`config.mk`:
```
export PLATFORM = sky130hd
export DESIGN_NAME = hazard_unit_mc
export DESIGN_NICKNAME = d
export VERILOG_FILES = /design/src/rtl/hazard_pkg.sv /design/src/rtl/hazard_unit_mc_multicycle_ctrl.sv /design/src/rtl/hazard_unit_mc.sv
export SDC_FILE = /design/constraint.sdc
export NUM_CORES = 1
export LEC_CHECK = 0
export ABC_AREA = 1
export ABC_CLOCK_PERIOD_IN_PS = 1580
export BUFFER_PORTS_ARGS = -buffer_cell sky130_fd_sc_hd__buf_2
export CAP_MARGIN = 20
export CORE_MARGIN = 10
export CORE_UTILIZATION = 38
export DETAILED_ROUTE_END_ITERATION = 10
export PLACE_DENSITY = 0.88
export SYNTH_ARGS = -nofsm -noshare
export SYNTH_HDL_FRONTEND = slang
export SYNTH_SLANG_ARGS = --single-unit
```
`constraint.sdc`:
```
create_clock -name clk -period 1.58 [get_ports clk]
set_clock_uncertainty 0.2 [all_clocks]
set_input_delay 0.395 -clock clk [delete_from_list [all_inputs] [get_ports clk]]
set_output_delay 0.395 -clock clk [all_outputs]
set_load 0.02 [all_outputs]
```
`src/rtl/hazard_pkg.sv`:
```
// Shared types and constants for the multi-cycle hazard unit.
package hazard_pkg;

    localparam int REG_AW_DEF = 5;

    typedef enum logic [1:0] {
        FWD_RF = 2'b00,
        FWD_W  = 2'b01,
        FWD_M  = 2'b10
    } fwd_sel_e;

    typedef enum logic {
        MC_IDLE = 1'b0,
        MC_BUSY = 1'b1
    } mc_state_e;

endpackage

```
`src/rtl/hazard_unit_mc_multicycle_ctrl.sv`:
```
// Multi-cycle execute controller: holds an E-stage op for LATENCY cycles.
// The first cycle of an op is spent in IDLE; BUSY counts cycles 1..LATENCY-1.
module multicycle_ctrl
    import hazard_pkg::*;
#(
    parameter int LATENCY = 4
) (
    input  logic clk,
    input  logic reset,
    input  logic multi_i,
    output logic mul_stall_o,
    output logic done_o
);

    localparam int              CW    = $clog2(LATENCY) + 1;
    localparam logic [CW-1:0]   LAST  = CW'(LATENCY - 1);
    localparam logic [CW-1:0]   ONE   = CW'(1);
    localparam bit              MULTI = (LATENCY > 1);

    mc_state_e     state_q, state_d;
    logic [CW-1:0] cnt_q,   cnt_d;

    // State and cycle-counter registers; reset returns to IDLE from anywhere.
    always_ff @(posedge clk) begin
        if (reset) begin
            state_q <= MC_IDLE;
            cnt_q   <= '0;
        end else begin
            state_q <= state_d;
            cnt_q   <= cnt_d;
        end
    end

    // Next-state: start on a multi op, count to LATENCY-1, abort if MultiE drops.
    always_comb begin
        state_d = state_q;
        cnt_d   = cnt_q;
        case (state_q)
            MC_IDLE: begin
                cnt_d = '0;
                if (multi_i && MULTI) begin
                    state_d = MC_BUSY;
                    cnt_d   = ONE;
                end
            end
            MC_BUSY: begin
                if (!multi_i || cnt_q >= LAST) begin
                    state_d = MC_IDLE;
                    cnt_d   = '0;
                end else begin
                    cnt_d = cnt_q + ONE;
                end
            end
            default: begin
                state_d = MC_IDLE;
                cnt_d   = '0;
            end
        endcase
    end

    // Outputs: stall until the final cycle, pulse done on the final cycle.
    always_comb begin
        mul_stall_o = 1'b0;
        done_o      = 1'b0;
        if (!reset && multi_i) begin
            if (MULTI) begin
                mul_stall_o = (state_q == MC_IDLE) || (cnt_q < LAST);
                done_o      = (state_q == MC_BUSY) && (cnt_q == LAST);
            end else begin
                done_o = 1'b1;
            end
        end
    end

endmodule

```
`src/rtl/hazard_unit_mc.sv`:
```
// Hazard unit for a 5-stage RISC-V pipeline: forwarding, load-use stall,
// branch flush and a multi-cycle execute hold.
// Optional feature macro: HAZARD_PERF_EN enables saturating stall/flush counters.
module hazard_unit_mc
    import hazard_pkg::*;
#(
    parameter int REG_AW  = REG_AW_DEF,
    parameter int LATENCY = 4,
    parameter int CNT_W   = 32
) (
    input  logic              clk,
    input  logic              reset,
    input  logic [REG_AW-1:0] Rs1D,
    input  logic [REG_AW-1:0] Rs2D,
    input  logic [REG_AW-1:0] Rs1E,
    input  logic [REG_AW-1:0] Rs2E,
    input  logic [REG_AW-1:0] RdE,
    input  logic [REG_AW-1:0] RdM,
    input  logic [REG_AW-1:0] RdW,
    input  logic              RegWriteM,
    input  logic              RegWriteW,
    input  logic              ResultSrcE,
    input  logic              PCSrcE,
    input  logic              MultiE,
    output logic [1:0]        ForwardAE,
    output logic [1:0]        ForwardBE,
    output logic              StallF,
    output logic              StallD,
    output logic              StallE,
    output logic              FlushD,
    output logic              FlushE,
    output logic              FlushM,
    output logic              MultiDoneE,
    output logic [CNT_W-1:0]  StallCount,
    output logic [CNT_W-1:0]  FlushCount
);

    logic lw_stall;
    logic mul_stall;

    // M beats W; x0 is never forwarded since it always reads as zero.
    function automatic fwd_sel_e fwd_sel(input logic [REG_AW-1:0] rs);
        if (RegWriteM && (RdM == rs) && (rs != '0))
            return FWD_M;
        else if (RegWriteW && (RdW == rs) && (rs != '0))
            return FWD_W;
        else
            return FWD_RF;
    endfunction

    // Forwarding selects and load-use detection.
    always_comb begin
        ForwardAE = fwd_sel(Rs1E);
        ForwardBE = fwd_sel(Rs2E);
        lw_stall  = ResultSrcE && (RdE != '0) && ((Rs1D == RdE) || (Rs2D == RdE));
    end

    multicycle_ctrl #(
        .LATENCY (LATENCY)
    ) u_mc (
        .clk         (clk),
        .reset       (reset),
        .multi_i     (MultiE),
        .mul_stall_o (mul_stall),
        .done_o      (MultiDoneE)
    );

    // Stall/flush combination; a multi-cycle hold overrides the load bubble.
    always_comb begin
        StallF = lw_stall | mul_stall;
        StallD = lw_stall | mul_stall;
        StallE = mul_stall;
        FlushD = PCSrcE;
        FlushE = (lw_stall & ~mul_stall) | PCSrcE;
        FlushM = mul_stall;
    end

`ifdef HAZARD_PERF_EN
    logic [CNT_W-1:0] stall_cnt_q, stall_cnt_d;
    logic [CNT_W-1:0] flush_cnt_q, flush_cnt_d;

    function automatic logic [CNT_W-1:0] sat_inc(input logic [CNT_W-1:0] v, input logic en);
        return (en && (v != {CNT_W{1'b1}})) ? v + CNT_W'(1) : v;
    endfunction

    // Next counter values, saturating at all-ones.
    always_comb begin
        stall_cnt_d = sat_inc(stall_cnt_q, StallF);
        flush_cnt_d = sat_inc(flush_cnt_q, FlushE);
    end

    // Counter registers; reset cycles are not counted.
    always_ff @(posedge clk) begin
        if (reset) begin
            stall_cnt_q <= '0;
            flush_cnt_q <= '0;
        end else begin
            stall_cnt_q <= stall_cnt_d;
            flush_cnt_q <= flush_cnt_d;
        end
    end

    assign StallCount = stall_cnt_q;
    assign FlushCount = flush_cnt_q;
`else
    assign StallCount = '0;
    assign FlushCount = '0;
`endif

endmodule

```
==> results_dict.tcl, run 1 <==
set metrics [dict create \
    dp_hpwl_um 3250 \
    cts.htree.levels 1 \
    cts_buffer_depth 2 \
    grt_setup_unrepaired "yes" \
    drive_gt1_share_pct 47.3 \
    cpPeakStageDelay_ns 0.36 \
    violations "setup timing" \
    pwr-share-seq_pct 14.6 \
    die_x_um 77.3 \
    fillers 260 \
    yosysTopAreaCell "buf_4" \
    power.switching_mw 0.373 \
    io_buffers 52 \
    initialDrtViolationCount 52 \
    r2r_end "u_mc.cnt_q[0]" \
    worst_slack_ns -0.224 \
    ir_drop_mv 0.390 \
    synth_cell_types 24 \
    synth.yosys.seq_area_share_pct 6.41 \
    cts.sinks 4 \
    timing.final.hold_violations 0 \
    crit_start "u_mc.cnt_q[1]" \
    drv_slew 0 \
    hold_path_class "flip-flop to flip-flop" \
    max-cap-violations 0 \
    path_max_fanout 2 \
    drcViolationCount 0 \
    path_cells "ha_4 -> ha_4 -> inv_2 -> nor4_4 -> buf_4" \
    setup_violations 10 \
    clock-root-buffer "clkbuf_4" \
    finish.utilization_pct 60.8 \
    syn_area_sq_mm 0.00125 \
    powerDensity_mw_per_mm2 405 \
    drt-pass1-iter-count 4 \
    ioPinCount 117 \
    syn_inst 211 \
    cts_tree "built" \
    cts_inserted_buffers 3 \
    die_h_um 77.3 \
    route.vias.total 1318 \
    p_int_mw 0.392 \
    grt_usage_pct 11.8 \
    status "complete, but fails checks" \
    clkTransAtPathRegs_ns 0.04 \
    holdBufCountCts 0 \
    p_total_mw 0.764 \
    viasPerCell 4.16 \
    cp-endpoint "MultiDoneE" \
    fin_crit_sh_pct 114 \
    place_area_sq_mm 0.00143 \
    ant_nets 0 \
    p_comb_share_pct 68.5 \
    die_area_sq_mm 0.00598 \
    crit_arrival_ns 1.21 \
    crit_slowest_cell "dfxtp_4" \
    yosysWarnings 0 \
    path_class "flip-flop to output port" \
    start_util_pct 40.2 \
    rows 20 \
    r2r_slack_ns 0.10 \
    yosysTopAreaCellShare_pct 40.3 \
    r2r-start "u_mc.cnt_q[1]" \
    avgSynthCellArea_sq_um 5.92 \
    fin_area_sq_mm 0.00189 \
    grt_antenna_before_repair 0 \
    p_clk_share_pct 16.9 \
    worst_setup_path_start_kind "flip-flop" \
    dpl.cell_count 312 \
    grt_pass1_vias 1397 \
    gp_congestion 0.819 \
    grt_max_degree 6 \
    clock.fmax_ghz 0.554 \
    diodes 0 \
    dp_slack_ns -0.266 \
    fin_cells 317 \
    finalSetupTns_ns -1.77 \
    leakagePower_nw 1.04 \
    wl_per_cell_um 13.4 \
    core_sq_mm 0.00310 \
    area_growth_pct 51.1 \
    required_ns 0.98 \
    timing.reg2reg.worst_path_depth 7 \
    synth.area.top_cells "buf_4, nand2_1, inv_1" \
    crit_top_cell "ha_4" \
    end_kind "output port" \
    regArea_sq_um 88.8 \
    layout_min_cycle_time_ns 1.80 \
    multi_input_area_sq_um 971 \
    grt_pass1_wl_um 6160 \
    ys_ff_latch 4 \
    clk_latency_ns 0.24 \
    swShare_pct 48.8 \
    fin_hold_ws_ns 0.260 \
    fin_nets 319 \
    grt_overflow 0 \
    drt-total-wl_um 4240 \
]
worst min-delay path by stage:
stage / slack [ns] / depth (start not counted) / end / startpoint
finish: 0.26 / 1 / u_mc.cnt_q[0] / u_mc.cnt_q[0]
global route: 0.28 / 1 / u_mc.cnt_q[0] / u_mc.cnt_q[0]
detailed placement: 0.27 / 1 / u_mc.cnt_q[0] / u_mc.cnt_q[0]
global placement: 0.26 / 1 / u_mc.cnt_q[0] / u_mc.cnt_q[0]
CTS: 0.26 / 1 / u_mc.cnt_q[0] / u_mc.cnt_q[0]
floorplan: 0.24 / 1 / u_mc.cnt_q[0] / u_mc.cnt_q[0]
state kept, by name (all words and copies together), names as in the netlist:
name	count
u_mc.cnt_q	3
u_mc.state_q	1
area by class of cell:
cell class / instances / share of cell area [%]
clock buffers: 3 / 1.19
inverters: 34 / 7.16
multi-input cells: 169 / 51.5
flip-flops and latches: 4 / 4.71
well taps: 44 / 2.92
repair buffers: 63 / 32.6
cells by family after synthesis:
kind of cell             synth area share (%)
XOR/XNOR                                 7.01
buffers and inverters                    50.5
AND/OR/NAND/NOR                          26.9
other                                   0.300
flip-flops                               6.41
adder cells (fa/ha/maj)                  2.00
AO/OA/AOI/OAI                            6.91
cell usage after synthesis:
cell type  instances
buf_4             67
nand2_1           43
inv_1             33
nor2_1            19
nand3_1            6
xor2_1             6
dfxtp_1            4
nand4_1            4
o21ai_0            4
o22ai_1            4
xnor2_1            4
a21oi_1            2
ha_1               2
nor2_2             2
nor3_1             2
a21boi_1           1
conb_1             1
inv_2              1
nand4_2            1
nor4_1             1
o211a_1            1
o21ai_1            1
o21ai_2            1
or2_2              1
routing by layer:
layer  track usage, %  vias to the layer above  wire length (um)
li1                 -                      638                 -
met1             11.9                      590              1480
met2             22.4                       84              2360
met3             4.55                        6               356
met4             2.74                        0                47
met5                0                        -                 0
cell usage in the layout, fill, tap and decap left out, drive strengths merged, types with 3 or more instances in the layout:
master,n
xnor2,4
inv,34
dfxtp,4
nor2,21
clkbuf,3
xor2,6
nand4,5
o21ai,6
o22ai,4
nand2,43
buf,63
nand3,6
conb,64
power by group through the flow:
stage	logic [mW]	clock network, mW	registers, mW
finish	0.523	0.129	0.112
global route	0.565	0.135	0.112
CTS	0.446	0.131	0.112
detailed placement	0.393	0	0.111
global placement	0.386	0	0.111
floorplan	0.397	0	0.111
timing repair:
action,4_1_cts,5_1_grt
pin swaps,27,37
buffers inserted,1,1
gates resized for setup,63,62
endpoints found under the setup margin,10,10
cloned,0,0
critical path: cells and delay by family (launching register included):
family / cells / cell delay [ns]
fa+ha+maj: 2 / 0.25
buf+inv: 2 / 0.22
flops: 1 / 0.36
simple gates: 1 / 0.14
Note: power is estimated with default switching activity, not from simulation.
==> inputs of run 2 (changes only) <==
--- a/config.mk
+++ b/config.mk
@@ -12,7 +12,8 @@
 export CORE_MARGIN = 10
 export CORE_UTILIZATION = 38
 export DETAILED_ROUTE_END_ITERATION = 10
-export PLACE_DENSITY = 0.88
+export PLACE_DENSITY = 0.87
 export SYNTH_ARGS = -nofsm -noshare
 export SYNTH_HDL_FRONTEND = slang
+export SYNTH_HIERARCHICAL = 1
 export SYNTH_SLANG_ARGS = --single-unit
==> run 2 against run 1 <==
Against the previous run: the flow still finishes with violations (setup timing); power shrank 7.7%; via count grew 0.68%; clock power shrank 5%; count of clock-buffer cells in the layout is the same; first-iteration DRC count shrank 12%; wire length grew 2.9%; sequential share of layout area grew 0.16 points; global-route usage grew 0.13 points; cell count grew 1.6%; largest cell class unchanged.
==> results_dict.tcl, run 2 <==
set metrics [dict create \
    required_ns 0.98 \
    avgSynthCellArea_sq_um 5.79 \
    die_x_um 77.8 \
    status "complete, but fails checks" \
    hold_depth 3 \
    yosysTopAreaCellShare_pct 39.7 \
    largest_registers "u_mc/cnt_q x3, u_mc/state_q x1" \
    clk_latency_ns 0.23 \
    cts.sinks 4 \
    grt_setup_unrepaired "yes" \
    finalSetupTns_ns -2.25 \
    yosysTopAreaCell "buf_4" \
    cts_inserted_buffers 3 \
    timing.final.hold_violations 0 \
    cts_tree "built" \
    hp-start "u_mc/cnt_q[2]" \
    synth_cell_types 23 \
    r2r_slack_ns 0.14 \
    initialDrtViolationCount 46 \
    drt-total-wl_um 4370 \
    fin_crit_sh_pct 119 \
    r2r-start "u_mc/cnt_q[0]" \
    dp_slack_ns -0.304 \
    io_buffers 52 \
    fin_cells 322 \
    synth.yosys.seq_area_share_pct 6.32 \
    die_area_sq_mm 0.00605 \
    ir_drop_mv 0.312 \
    path_max_fanout 4 \
    diodes 0 \
    grt_usage_pct 12.0 \
    layout_min_cycle_time_ns 1.89 \
    worst_slack_ns -0.306 \
    synth_flop_cell "dfxtp_1" \
    path_class "input pin to output port" \
    end_kind "output port" \
    synth.most_common_cell "buf_4" \
    clock-root-buffer "clkbuf_4" \
    drive_gt1_share_pct 39.6 \
    dpl.cell_count 317 \
    synth.area.top_cells "buf_4, nand2_1, inv_1" \
    rows 20 \
    powerDensity_mw_per_mm2 416 \
    grt_overflow 0 \
    cts.htree.levels 1 \
    gp_congestion 0.925 \
    drt-pass1-iter-count 4 \
    p_total_mw 0.706 \
    ant_nets 0 \
    layout_common_cells "conb_1, nand2_1, buf_2" \
    timing.reg2reg.worst_path_depth 7 \
    layout_commonest_cell "conb_1" \
    r2r_end "u_mc/cnt_q[0]" \
    violations "setup timing" \
    grt_max_degree 5 \
    clock.fmax_ghz 0.530 \
    fin_nets 324 \
    worst_setup_path_start_kind "input pin" \
    area_growth_pct 33.8 \
    top_register "u_mc/cnt_q" \
    syn_area_sq_mm 0.00127 \
    crit_arrival_ns 1.29 \
    setup_violations 10 \
    max-cap-violations 0 \
    hold_path_class "flip-flop to flip-flop" \
    drcViolationCount 0 \
    hold_end "u_mc/cnt_q[2]" \
    synth_common_cells "buf_4, nand2_1, inv_1, nor2_1, nand3_1" \
    yosysWarnings 6 \
    clkTransAtPathRegs_ns 0.04 \
    viasPerCell 4.12 \
    core_sq_mm 0.00313 \
    drv_slew 0 \
    start_util_pct 40.5 \
    grt_pass1_vias 1347 \
    syn_inst 219 \
    grt_pass1_wl_um 6150 \
    synth_edf_count 0 \
    async_flop_share_pct 0 \
    dp_hpwl_um 3420 \
    wl_per_cell_um 13.6 \
    leakagePower_nw 0.995 \
    die_h_um 77.8 \
    cts_buffer_depth 2 \
    largest_reg_flops 3 \
    ioPinCount 117 \
    ys_ff_latch 4 \
    grt_antenna_before_repair 0 \
    route.vias.total 1327 \
]
==> run 2: metal layers <==
metal / GRT usage (%) / up-vias / routed length, um
li1: - / 650 / -
met1: 10.5 / 591 / 1420
met2: 24.3 / 80 / 2510
met3: 3.69 / 6 / 360
met4: 4.74 / 0 / 75
met5: 0 / - / 0
==> run 2: final cells by class <==
type	count	area, sq um
fill	311	1430
tap	44	55.1
sequential	4	82.6
clock buffer	3	22.5
inverter	35	139
multi-input combinational	176	933
timing repair buffer	60	463
==> run 2: cells by family (layout without fill, tap and decap cells) <==
kind of cell,Yosys count,count (layout),synth area share [%]
buffers and inverters,102,98,50.0
adder cells (fa/ha/maj),2,2,1.97
XOR/XNOR,8,8,5.53
flip-flops,4,4,6.32
AND/OR/NAND/NOR,93,93,31.6
AO/OA/AOI/OAI,9,9,4.24
other,1,64,0.296
==> run 2: per-stage QoR <==
| step | util, % | hold slack, ns | instance area, sq um |
|---|---|---|---|
| after detailed placement | 45.7 | 0.345 | 1430 |
| final | 54.2 | 0.359 | 1700 |
| after global routing | 54.2 | 0.399 | 1700 |
| after CTS | 50.8 | 0.362 | 1590 |
| after global placement | 45.7 | 0.308 | 1430 |
| after floorplan | - | 0.295 | 1580 |
==> run 2: power by group <==
group | total (mW) | internal [mW] | leakage [nW] | switching, mW
Sequential | 0.112 | 0.107 | 0.0336 | 0.00503
Clock | 0.123 | 0.0848 | 0.0138 | 0.0386
Combinational | 0.471 | 0.157 | 0.948 | 0.314
==> run 2: how the worst max path moves through the flow <==
stage | from | endpoint | slack, ns | cells after the start
floorplan | u_mc/cnt_q[0] | StallF | -0.17 | 6
global placement | Rs2E[0] | ForwardBE[0] | -0.28 | 7
detailed placement | Rs2E[0] | ForwardBE[0] | -0.30 | 7
CTS | u_mc/cnt_q[0] | FlushE | -0.30 | 7
global route | u_mc/cnt_q[0] | FlushE | -0.35 | 7
finish | RdW[2] | ForwardBE[0] | -0.31 | 8
==> run 2: critical path, stage by stage <==
cell and delay (ns):
buf_2 0.08, inv_1 0.08, nand2_1 0.11, nand4_1 0.12
nor2_2 0.14, nand3_2 0.12, nor2_4 0.11, buf_6 0.13
==> run 2: timing repair <==
item | in CTS | in global routing
endpoints found under the setup margin | 10 | 10
gates resized for setup | 41 | 30
pin swaps | 23 | 20
buffers inserted | 1 | 1
hold buffers | 0 | 0
